### config.mk
export PLATFORM = sky130hd
export DESIGN_NAME = ram_loader
export DESIGN_NICKNAME = d
export VERILOG_FILES = /design/src/rtl/ram_loader.sv
export SDC_FILE = /design/constraint.sdc
export NUM_CORES = 1
export LEC_CHECK = 0
export CORE_AREA = 2 2 51 53
export CTS_CLUSTER_DIAMETER = 30
export CTS_CLUSTER_SIZE = 24
export DETAILED_ROUTE_END_ITERATION = 7
export DIE_AREA = 0 0 53 55
export GPL_ROUTABILITY_DRIVEN = 0
export MAX_ROUTING_LAYER = met4
export PLACE_DENSITY = 0.8
export SYNTH_ARGS = -nofsm -noshare
export SYNTH_HDL_FRONTEND = slang
export SYNTH_SLANG_ARGS = --single-unit
### constraint.sdc
create_clock -name CLK -period 4.71 [get_ports CLK]
set_input_delay 0.942 -clock CLK [delete_from_list [all_inputs] [get_ports CLK]]
set_output_delay 0.942 -clock CLK [all_outputs]
set_load 0.1 [all_outputs]
### src/rtl/ram_loader.sv
// ram_loader: write-side initiator that fills the program RAM from a
// valid/ready byte stream at addresses 0..LAST_ADDR, holding the CPU off
// via BUSY until the load is complete.
// Optional feature macro: RAM_LOADER_VERIFY_EN adds a read-back checksum
// pass (VERIFY state) that reports a mismatch on ERR.
module ram_loader #(
    parameter int AW        = 4,
    parameter int DW        = 8,
    parameter int LAST_ADDR = 15
) (
    input  logic          CLK,
    input  logic          CLR,
    input  logic          START,
    input  logic          IN_VALID,
    input  logic [DW-1:0] IN_DATA,
    output logic          IN_READY,
    output logic          WE,
    output logic [AW-1:0] WA,
    output logic [DW-1:0] WD,
    output logic          RE,
    output logic [AW-1:0] RA,
    input  logic [DW-1:0] Q,
    output logic          BUSY,
    output logic          DONE,
    output logic          ERR
);

    localparam logic [AW-1:0] LAST = AW'(LAST_ADDR);

    typedef enum logic [2:0] {
        S_IDLE,
        S_LOAD,
        S_FLUSH,
`ifdef RAM_LOADER_VERIFY_EN
        S_VERIFY,
`endif
        S_DONE
    } state_t;

    state_t        state_q, state_d;
    logic [AW-1:0] addr_q,  addr_d;
    logic          we_q,    we_d;
    logic [AW-1:0] wa_q,    wa_d;
    logic [DW-1:0] wd_q,    wd_d;

`ifdef RAM_LOADER_VERIFY_EN
    logic [DW-1:0] sum_q,   sum_d;
    logic [DW-1:0] rsum_q,  rsum_d;
    logic [AW-1:0] ra_q,    ra_d;
    logic          err_q,   err_d;
`endif

    // State, address counter and registered RAM write port
    always_ff @(posedge CLK or posedge CLR) begin
        if (CLR) begin
            state_q <= S_IDLE;
            addr_q  <= '0;
            we_q    <= 1'b0;
            wa_q    <= '0;
            wd_q    <= '0;
        end else begin
            state_q <= state_d;
            addr_q  <= addr_d;
            we_q    <= we_d;
            wa_q    <= wa_d;
            wd_q    <= wd_d;
        end
    end

`ifdef RAM_LOADER_VERIFY_EN
    // Checksum, read-back address and sticky error flag
    always_ff @(posedge CLK or posedge CLR) begin
        if (CLR) begin
            sum_q  <= '0;
            rsum_q <= '0;
            ra_q   <= '0;
            err_q  <= 1'b0;
        end else begin
            sum_q  <= sum_d;
            rsum_q <= rsum_d;
            ra_q   <= ra_d;
            err_q  <= err_d;
        end
    end
`endif

    // Next-state and datapath updates
    always_comb begin
        state_d = state_q;
        addr_d  = addr_q;
        we_d    = 1'b0;
        wa_d    = wa_q;
        wd_d    = wd_q;
`ifdef RAM_LOADER_VERIFY_EN
        sum_d   = sum_q;
        rsum_d  = rsum_q;
        ra_d    = ra_q;
        err_d   = err_q;
`endif
        case (state_q)
            S_IDLE, S_DONE: begin
                if (START) begin
                    state_d = S_LOAD;
                    addr_d  = '0;
`ifdef RAM_LOADER_VERIFY_EN
                    sum_d   = '0;
                    err_d   = 1'b0;
`endif
                end
            end
            S_LOAD: begin
                if (IN_VALID) begin
                    we_d  = 1'b1;
                    wa_d  = addr_q;
                    wd_d  = IN_DATA;
`ifdef RAM_LOADER_VERIFY_EN
                    sum_d = sum_q + IN_DATA;
`endif
                    // Counter parks on the last address instead of wrapping
                    if (addr_q == LAST) begin
                        state_d = S_FLUSH;
                    end else begin
                        addr_d = addr_q + 1'b1;
                    end
                end
            end
            S_FLUSH: begin
`ifdef RAM_LOADER_VERIFY_EN
                state_d = S_VERIFY;
                ra_d    = '0;
                rsum_d  = '0;
`else
                state_d = S_DONE;
`endif
            end
`ifdef RAM_LOADER_VERIFY_EN
            S_VERIFY: begin
                // The final word is folded in combinationally so the compare
                // lands on the same edge that leaves VERIFY
                rsum_d = rsum_q + Q;
                if (ra_q == LAST) begin
                    err_d   = (rsum_d != sum_q);
                    state_d = S_DONE;
                end else begin
                    ra_d = ra_q + 1'b1;
                end
            end
`endif
            default: state_d = S_IDLE;
        endcase
    end

    assign IN_READY = (state_q == S_LOAD);
    assign WE       = we_q;
    assign WA       = wa_q;
    assign WD       = wd_q;
    assign DONE     = (state_q == S_DONE);
    assign BUSY     = (state_q != S_IDLE) && (state_q != S_DONE);

`ifdef RAM_LOADER_VERIFY_EN
    assign RE  = (state_q == S_VERIFY);
    assign RA  = (state_q == S_VERIFY) ? ra_q : '0;
    assign ERR = err_q;
`else
    logic q_unused;
    assign q_unused = ^Q;
    assign RE  = 1'b0;
    assign RA  = '0;
    assign ERR = 1'b0;
`endif

endmodule

==> flow_summary_export.csv, run 1 <==
group,metric,value,unit
global_route,grt_most_used_layer,"met2",
worst_setup_path,worst_setup_path_end_kind,"output pin",
sta,tightest_slew,0.977,ns
global_route,gr-usage-met1,13.2,%
floorplan,ioPinCount,42,
place,dp.cells,134,
worst_setup_path,critical_path.n_buffers_inverters,2,
worst_setup_path,critical_r2r_launch,"state_q[1]",
clocking,cts.path.max_buffers,2,
job,drv.max_cap_violation_count,0,
place,place.detailed.hpwl,1.41,mm
cells_and_area,nNetsFinal,133,
global_route,antenna_violations_before_repair,0,
floorplan,core_area,0.00236,mm2
yosys,synth_area,997,um2
route,firstDrtPassIters,4,
yosys,synth_top_area_cell,"dfrtp_1",
yosys,portion_of_netlist_area_occupied_by_mux_cells,15.6,%
floorplan,initial_utilization,42.2,%
place,numPortBuffers,27,
cells_and_area,fillerInstances,214,
worst_setup_path,crit_chain,"inv_1, ha_1, clkdlybuf4s50_1",
hold_path,hold_path_class,"flop to flop",
yosys,synth_top_area_share,47.7,%
cells_and_area,area_growth,27.1,%
run_status,outcome,"complete, no violations",
worst_setup_path,worstSetupPathType,"flop to output pin",
yosys,async_reset_ff_share,100,%
hold_path,hold_path_depth,1,
place,placement.setup.worst_slack,1.66,ns
clocking,cts_repair_resize_count,0,
sta,post-route-period-util,70.9,%
hold_path,worst_hold_path.endpoint,"WA[3]",
sta,grt_setup_unrepaired,"no",
global_route,grt_util_all_layers,13.3,%
sta,worst_clock_skew,0.00191,ns
worst_setup_path,reg2reg_depth,4,
sta,final_hold_vios,0,
clocking,htreeDepth,1,
worst_setup_path,critPathLaunchType,"flop",
sta,period_minus_slack,3.34,ns
yosys,fraction_of_the_mapped_netlist_area_in_compound_gates,10.2,%
sta,slew_headroom,34.6,%
global_route,grt_overflow_total,0,
cells_and_area,layout-drive-gt1-share,17.6,%
cells_and_area,final_core_util,53.6,%
yosys,ranking_of_synthesized_cells_by_area,"dfrtp_1 48%, mux2_2 14%, buf_4 5.3%",
worst_setup_path,crit_required,3.77,ns
hold_path,worstHoldStart,"WA[3]",
worst_setup_path,max_stage_delay,1.21,ns
yosys,synth-simple-area-share,10.7,%
clocking,post_cts_setup_inserts,0,
route,route.detailed.drc,0,
floorplan,dieWidth,53,um
sta,finalSetupTns,0,ns
yosys,yosys_most_used_dff,"dfrtp_1",
worst_setup_path,cp.arrival,2.40,ns
sta,final-max-slew-violation-count,0,
sta,setup_viol_count_final,0,
global_route,number_of_global_route_vias_before_repair,606,
cells_and_area,multi_input_comb_area,435,um2
clocking,clock_sinks,19,
route,vias,708,
yosys,synth.yosys.warnings,0,
floorplan,fp.dieArea,0.00292,mm2
yosys,average_instance_area_after_synthesis,12.2,um2
global_route,met3_usage,1.88,%
yosys,synth_fa_ha_area_share,5.02,%
yosys,post_synthesis_xor_xnor_area_fraction,0,%
global_route,grt_max_degree,20,
route,drt_wl_total,1.75,mm
floorplan,die_y,55,um
route,postRouteAntennaNets,0,
worst_setup_path,critPathTopFamily,"buffers and inverters",
cells_and_area,final_cells,138,
cells_and_area,sequential_cell_area,475,um2
clocking,root_buffer,"clkbuf_4",
route,drt-wirelength-per-cell,12.6,um
yosys,seq_area_frac_synth,47.7,%
sta,worst_slack,1.37,ns
clocking,clock_insertion_delay_worst_skew,0.28,ns
clocking,clock_tree_from_tritoncts,"done",
sta,max_freq,299,MHz
yosys,synth_seq_cells,19,
yosys,synth-edff-count,0,
worst_setup_path,critPathSlowestCell,"clkdlybuf4s50_1",
floorplan,row_count,18,
yosys,synth.lib_cells_used.distinct,28,
global_route,use_met2,24.4,%
clocking,clkSlewWorstSetupHoldPaths,0.10,ns
worst_setup_path,crit_fanout,11,
route,initialDrtViolationCount,7,
worst_setup_path,regToRegSetupSlack,2.83,ns
global_route,wire_length_of_the_first_global_routing_pass,2.66,mm
worst_setup_path,worst_r2r_endpoint,"WD[4]",
route,drt-vias-per-instance,5.13,
yosys,synthCells,82,
yosys,largest_family_of_logic_cells_by_synthesized_area,"multiplexers",
cells_and_area,antenna_cells,0,
clocking,clock_buffer_count_from_cts,3,
clocking,cts_hold_buffers,0,
==> kinds of logic after synthesis <==
kind of cell    count (synthesis)
flops                          19
fa+ha+maj                       4
buf+inv                        16
compound gates                 11
mux                            14
simple gates                   17
other cells                     1
==> worst max-delay path by stage <==
stage | start | endpoint | cells after the start
final | state_q[1] | IN_READY | 3
after global routing | state_q[1] | IN_READY | 3
after CTS | state_q[1] | IN_READY | 3
after detailed placement | state_q[1] | IN_READY | 3
after global placement | state_q[1] | IN_READY | 3
after floorplan | state_q[0] | BUSY | 2
==> sequential cells by signal, indices dropped and copies added, names as in the netlist <==
register and flops:
WA 4, addr_q 4, WD 8, state_q 2, WE 1
==> Yosys cell counts, types with 2 or more instances <==
library cell and instances:
dfrtp_1 19, mux2_2 12, buf_4 7, inv_1 6, ha_1 4, nand3_1 4
o31ai_1 4, a31oi_1 2, and3_1 2, buf_6 2, mux2i_1 2, nor3_1 2
==> cells in the final DEF (no fill, tap or decap), drive strengths merged, types with 2 or more instances in the layout <==
master / synthesis / routed
clkdlybuf4s50: 0 / 27
dfrtp: 19 / 19
mux2: 12 / 12
inv: 6 / 6
conb: 1 / 6
nand3: 4 / 4
o31ai: 4 / 4
ha: 4 / 4
clkbuf: 1 / 4
and3: 3 / 3
mux2i: 2 / 2
nor3: 2 / 2
a31oi: 2 / 2
nor2b: 2 / 2
a211oi: 2 / 2
==> area by class of cell <==
type | instances | share of cell area, %
inverter | 6 | 1.78
tap | 30 | 2.96
clock buffer | 4 | 2.07
multi-input combinational | 52 | 34.4
sequential | 19 | 37.5
timing repair buffer | 27 | 21.3
==> through the flow <==
stage	hold WS, ns	instance area [um2]
finish	0.511	1270
global placement	0.485	1240
global route	0.525	1270
detailed placement	0.493	1240
CTS	0.515	1270
floorplan	0.532	1020
==> metal layers <==
metal,share of wire (%),up-vias
met5,0,-
met4,1.5,0
met3,7.9,2
met2,52,38
met1,39,337
li1,-,331
Power of run 1 is not shown: default switching activity piles up to over one toggle a cycle in this logic, so the estimate is an artifact.
==> run 2, diff against run 1 <==
==> config.mk (replaced) <==
export PLATFORM = sky130hd
export DESIGN_NAME = ram_loader
export DESIGN_NICKNAME = d
export VERILOG_FILES = /design/src/rtl/ram_loader.sv
export SDC_FILE = /design/constraint.sdc
export NUM_CORES = 1
export LEC_CHECK = 0
export CORE_AREA = 2 2 55 57
export CTS_CLUSTER_DIAMETER = 30
export CTS_CLUSTER_SIZE = 24
export DETAILED_ROUTE_END_ITERATION = 7
export DIE_AREA = 0 0 57 59
export GPL_ROUTABILITY_DRIVEN = 0
export MAX_ROUTING_LAYER = met4
export PLACE_DENSITY = 0.73
export SYNTH_ARGS = -nofsm -noshare
export SYNTH_HDL_FRONTEND = slang
export SYNTH_SLANG_ARGS = --single-unit
==> constraint.sdc (replaced) <==
create_clock -name CLK -period 2.7 [get_ports CLK]
set_input_delay 0.54 -clock CLK [delete_from_list [all_inputs] [get_ports CLK]]
set_output_delay 0.54 -clock CLK [all_outputs]
set_load 0.1 [all_outputs]
==> run 2 against run 1 <==
Net effect:
- worst setup slack worse by 0.77 ns
- non-clock buffer count did not move
- first-iteration DRC count is 57% higher
- critical path depth unchanged
- hold slack improved by 0.0063 ns
- sequential share of layout area rose by 1.2 points
- cell count up 0.72%
- design area is 3.1% lower
- wire length is 3.8% higher
- global-route usage down 1.2 points
- register-to-register slack worse by 2.0 ns
==> flow_summary_export.csv, run 2 (synthesis results as in run 1) <==
group,metric,value,unit
sta,final-max-slew-violation-count,0,
worst_setup_path,critPathLaunchType,"flop",
clocking,htreeDepth,1,
worst_setup_path,cp.arrival,1.56,ns
route,drt_wl_total,1.81,mm
clocking,cts.path.max_buffers,2,
place,place.detailed.hpwl,1.38,mm
place,numPortBuffers,27,
global_route,grt_util_all_layers,12.1,%
cells_and_area,final_cell_mix,"19 x dfrtp_1, 16 x buf_4, 12 x mux2_2",
global_route,wire_length_of_the_first_global_routing_pass,3.11,mm
cells_and_area,largest_register_ffs,8,
sta,period_minus_slack,2.10,ns
floorplan,initial_utilization,36.8,%
cells_and_area,layout.cells.most_common,"dfrtp_1",
floorplan,core_area,0.00271,mm2
global_route,grt_max_degree,20,
floorplan,dieWidth,57,um
sta,final_hold_vios,0,
cells_and_area,nNetsFinal,133,
run_status,outcome,"complete, no violations",
floorplan,fp.dieArea,0.00336,mm2
floorplan,ioPinCount,42,
job,drv.max_cap_violation_count,0,
cells_and_area,layout-drive-gt1-share,32.4,%
floorplan,row_count,19,
sta,setup_viol_count_final,0,
clocking,clock_buffer_count_from_cts,3,
worst_setup_path,crit_fanout,11,
sta,slew_headroom,52.0,%
clocking,clkSlewWorstSetupHoldPaths,0.10,ns
clocking,cts_hold_buffers,0,
worst_setup_path,crit_required,2.16,ns
floorplan,die_y,59,um
clocking,clock_tree_from_tritoncts,"done",
cells_and_area,final_cells,139,
clocking,post_cts_setup_inserts,0,
sta,finalSetupTns,0,ns
global_route,grt_overflow_total,0,
cells_and_area,antenna_cells,0,
route,firstDrtPassIters,4,
global_route,antenna_violations_before_repair,0,
clocking,cts_repair_resize_count,0,
clocking,clock_sinks,19,
sta,worst_clock_skew,0.00199,ns
hold_path,hold_path_class,"flop to flop",
cells_and_area,area_growth,23.2,%
worst_setup_path,crit_chain,"inv_1, ha_1, buf_4",
clocking,clock_insertion_delay_worst_skew,0.28,ns
route,drt-vias-per-instance,5.06,
worst_setup_path,max_stage_delay,0.42,ns
worst_setup_path,worst_setup_path_end_kind,"output pin",
clocking,root_buffer,"clkbuf_4",
worst_setup_path,regToRegSetupSlack,0.82,ns
route,route.detailed.drc,0,
route,drt-wirelength-per-cell,13.0,um
place,dp.cells,135,
sta,grt_setup_unrepaired,"no",
sta,post-route-period-util,77.9,%
route,postRouteAntennaNets,0,
worst_setup_path,critPathSlowestCell,"ha_1",
sta,tightest_slew,0.719,ns
sta,max_freq,475,MHz
route,vias,704,
route,initialDrtViolationCount,11,
global_route,number_of_global_route_vias_before_repair,731,
worst_setup_path,worstSetupPathType,"flop to output pin",
==> run 2: per-layer routing <==
metal	GRT usage [%]	routed length, um
met3	2.40	150
met4	5.98	27
met1	13.2	731
met2	21.2	903
met5	-	0
==> run 2: stage by stage <==
step                util [%]  hold slack (ns)  worst slack, ns  instance area, um2
finish                  45.3            0.517            0.597                1230
global route            45.3            0.528            0.459                1230
CTS                     45.3            0.519            0.583                1230
detailed placement      44.4            0.495            0.676                1200
global placement        44.4            0.487            0.708                1200
floorplan                  -            0.491            0.509                1020
==> run 2: critical path, delay by kind of cell (launching register included) <==
family,cells,cell delay [ns]
buffers and inverters,2,0.47
flip-flops,1,0.39
adder cells (fa/ha/maj),1,0.42
==> run 2: final timing paths <==
kind                             from       end  cells after the start
max                        state_q[1]  IN_READY                      3
min                             WD[1]     WD[1]                      1
max reg2reg                state_q[1]     WD[3]                      4
min reg2reg                     WD[1]     WD[1]                      1
max in group asynchronous         CLR     WD[3]                      2
min in group asynchronous         CLR     WD[5]                      2
==> run 2: layout make-up <==
cell class | count | area [um2]
repair buffers | 27 | 230
fillers | 261 | 1480
clock buffers | 4 | 26.3
well taps | 31 | 38.8
multi-input cells | 52 | 435
flip-flops and latches | 19 | 475
inverters | 6 | 22.5
Power of run 2 is left out for the same reason.
==> run 3, diff against run 2 <==
==> constraint.sdc (replaced) <==
create_clock -name CLK -period 1.9 [get_ports CLK]
set_input_delay 0.38 -clock CLK [delete_from_list [all_inputs] [get_ports CLK]]
set_output_delay 0.38 -clock CLK [all_outputs]
set_load 0.1 [all_outputs]
==> run 3 against run 2 <==
Net effect:
- critical endpoint unchanged
- hold slack worse by 0.11 ns
- cell count up 2.2%
- die area unchanged
==> flow_summary_export.csv, run 3 (synthesis results as in run 1) <==
group,metric,value,unit
global_route,grt_max_degree,20,
sta,post-route-period-util,92.5,%
place,place.detailed.hpwl,1.31,mm
clocking,root_buffer,"clkbuf_4",
global_route,grt_util_all_layers,11.9,%
cells_and_area,layout.cells.most_common,"dfrtp_1",
hold_path,hold_path_class,"primary input to asynchronous set/reset pin",
worst_setup_path,crit_fanout,11,
clocking,cts.path.max_buffers,2,
worst_setup_path,cp.arrival,1.38,ns
floorplan,row_count,19,
sta,worst_clock_skew,0.00176,ns
sta,setup_viol_count_final,0,
worst_setup_path,crit_required,1.52,ns
clocking,cts_repair_resize_count,0,
cells_and_area,largest_register_ffs,8,
worst_setup_path,reg2reg_depth,5,
route,postRouteAntennaNets,0,
clocking,clock_buffer_count_from_cts,3,
global_route,grt_most_used_layer,"met2",
sta,final-max-slew-violation-count,0,
floorplan,dieWidth,57,um
route,drt_wl_total,1.69,mm
sta,finalSetupTns,0,ns
sta,final_hold_vios,0,
cells_and_area,sequential_cell_area,475,um2
worst_setup_path,worstSetupPathType,"flop to output pin",
clocking,post_cts_setup_inserts,0,
global_route,wire_length_of_the_first_global_routing_pass,2.99,mm
route,drt-wirelength-per-cell,11.9,um
global_route,met3_usage,1.53,%
route,drt-vias-per-instance,5.01,
clocking,clkSlewWorstSetupHoldPaths,0.10,ns
cells_and_area,final_cells,142,
place,numPortBuffers,27,
cells_and_area,nNetsFinal,136,
clocking,htreeDepth,1,
sta,max_freq,569,MHz
floorplan,core_area,0.00271,mm2
global_route,antenna_violations_before_repair,0,
floorplan,die_y,59,um
cells_and_area,area_growth,32.4,%
worst_setup_path,worst_setup_path_end_kind,"output pin",
clocking,clock_tree_from_tritoncts,"done",
route,firstDrtPassIters,4,
floorplan,ioPinCount,42,
floorplan,fp.dieArea,0.00336,mm2
sta,fin_hold_ws,0.407,ns
clocking,clock_insertion_delay_worst_skew,0.28,ns
global_route,number_of_global_route_vias_before_repair,692,
sta,grt_setup_unrepaired,"no",
worst_setup_path,regToRegSetupSlack,0.25,ns
clocking,cts_hold_buffers,0,
route,vias,711,
cells_and_area,fillerInstances,260,
worst_setup_path,worst_r2r_endpoint,"addr_q[3]",
cells_and_area,antenna_cells,0,
global_route,gr-usage-met1,13.6,%
clocking,clock_sinks,19,
sta,period_minus_slack,1.76,ns
cells_and_area,multi_input_comb_area,450,um2
floorplan,initial_utilization,36.8,%
cells_and_area,final_cell_mix,"19 x dfrtp_1, 15 x buf_4, 12 x mux2_2",
global_route,grt_overflow_total,0,
run_status,outcome,"complete, no violations",
global_route,use_met2,19.5,%
worst_setup_path,critical_r2r_launch,"state_q[1]",
worst_setup_path,critical_path.endpoint,"IN_READY",
worst_setup_path,startpoint,"state_q[1]",
route,initialDrtViolationCount,17,
place,dp.cells,138,
worst_setup_path,critPathLaunchType,"flop",
job,drv.max_cap_violation_count,0,
cells_and_area,layout-drive-gt1-share,36.9,%
route,route.detailed.drc,0,
## run 3: changes by cell type in the layout (fill, tap and decap cells not counted)
cell	previous run	this run
ha_4	0	1
ha_2	0	1
ha_1	4	2
buf_12	0	4
clkinvlp_4	0	1
inv_1	6	5
buf_4	16	15
## run 3: layout make-up
class	count	share of cell area [%]
flip-flops and latches	19	36.0
repair buffers	30	22.9
multi-input cells	52	34.1
inverters	6	1.99
clock buffers	4	1.99
well taps	31	2.94
## run 3: per-layer routing
metal	routed length, um	share of wire, %
met1	695	41
met3	161	9.5
met2	802	48
met5	0	0
met4	27	1.6
## run 3: worst min-delay path by stage
stage / start / end / slack (ns) / cells past startpoint
2_1_floorplan: CLR / WA[0] / 0.33 / 1
3_3_place_gp: WD[1] / WD[1] / 0.49 / 1
3_5_place_dp: WD[5] / WD[5] / 0.50 / 1
4_1_cts: CLR / WD[1] / 0.40 / 3
5_1_grt: CLR / WD[2] / 0.44 / 3
6_report: CLR / WD[0] / 0.41 / 3
## run 3: worst max-delay path: stages (launching register included)
cell,delay [ns]
dfrtp_1,0.39
inv_1,0.13
ha_2,0.36
buf_12,0.21
## run 3: through the flow
step                      utilization, %  cell area (um2)  setup WS, ns
after floorplan                        -             1020        0.0233
after global placement              47.3             1280         0.258
after detailed placement            47.3             1280         0.241
after CTS                           48.2             1310       0.00242
after global routing                48.7             1320        0.0609
final                               48.7             1320         0.143
Power of run 3 is left out for the same reason.
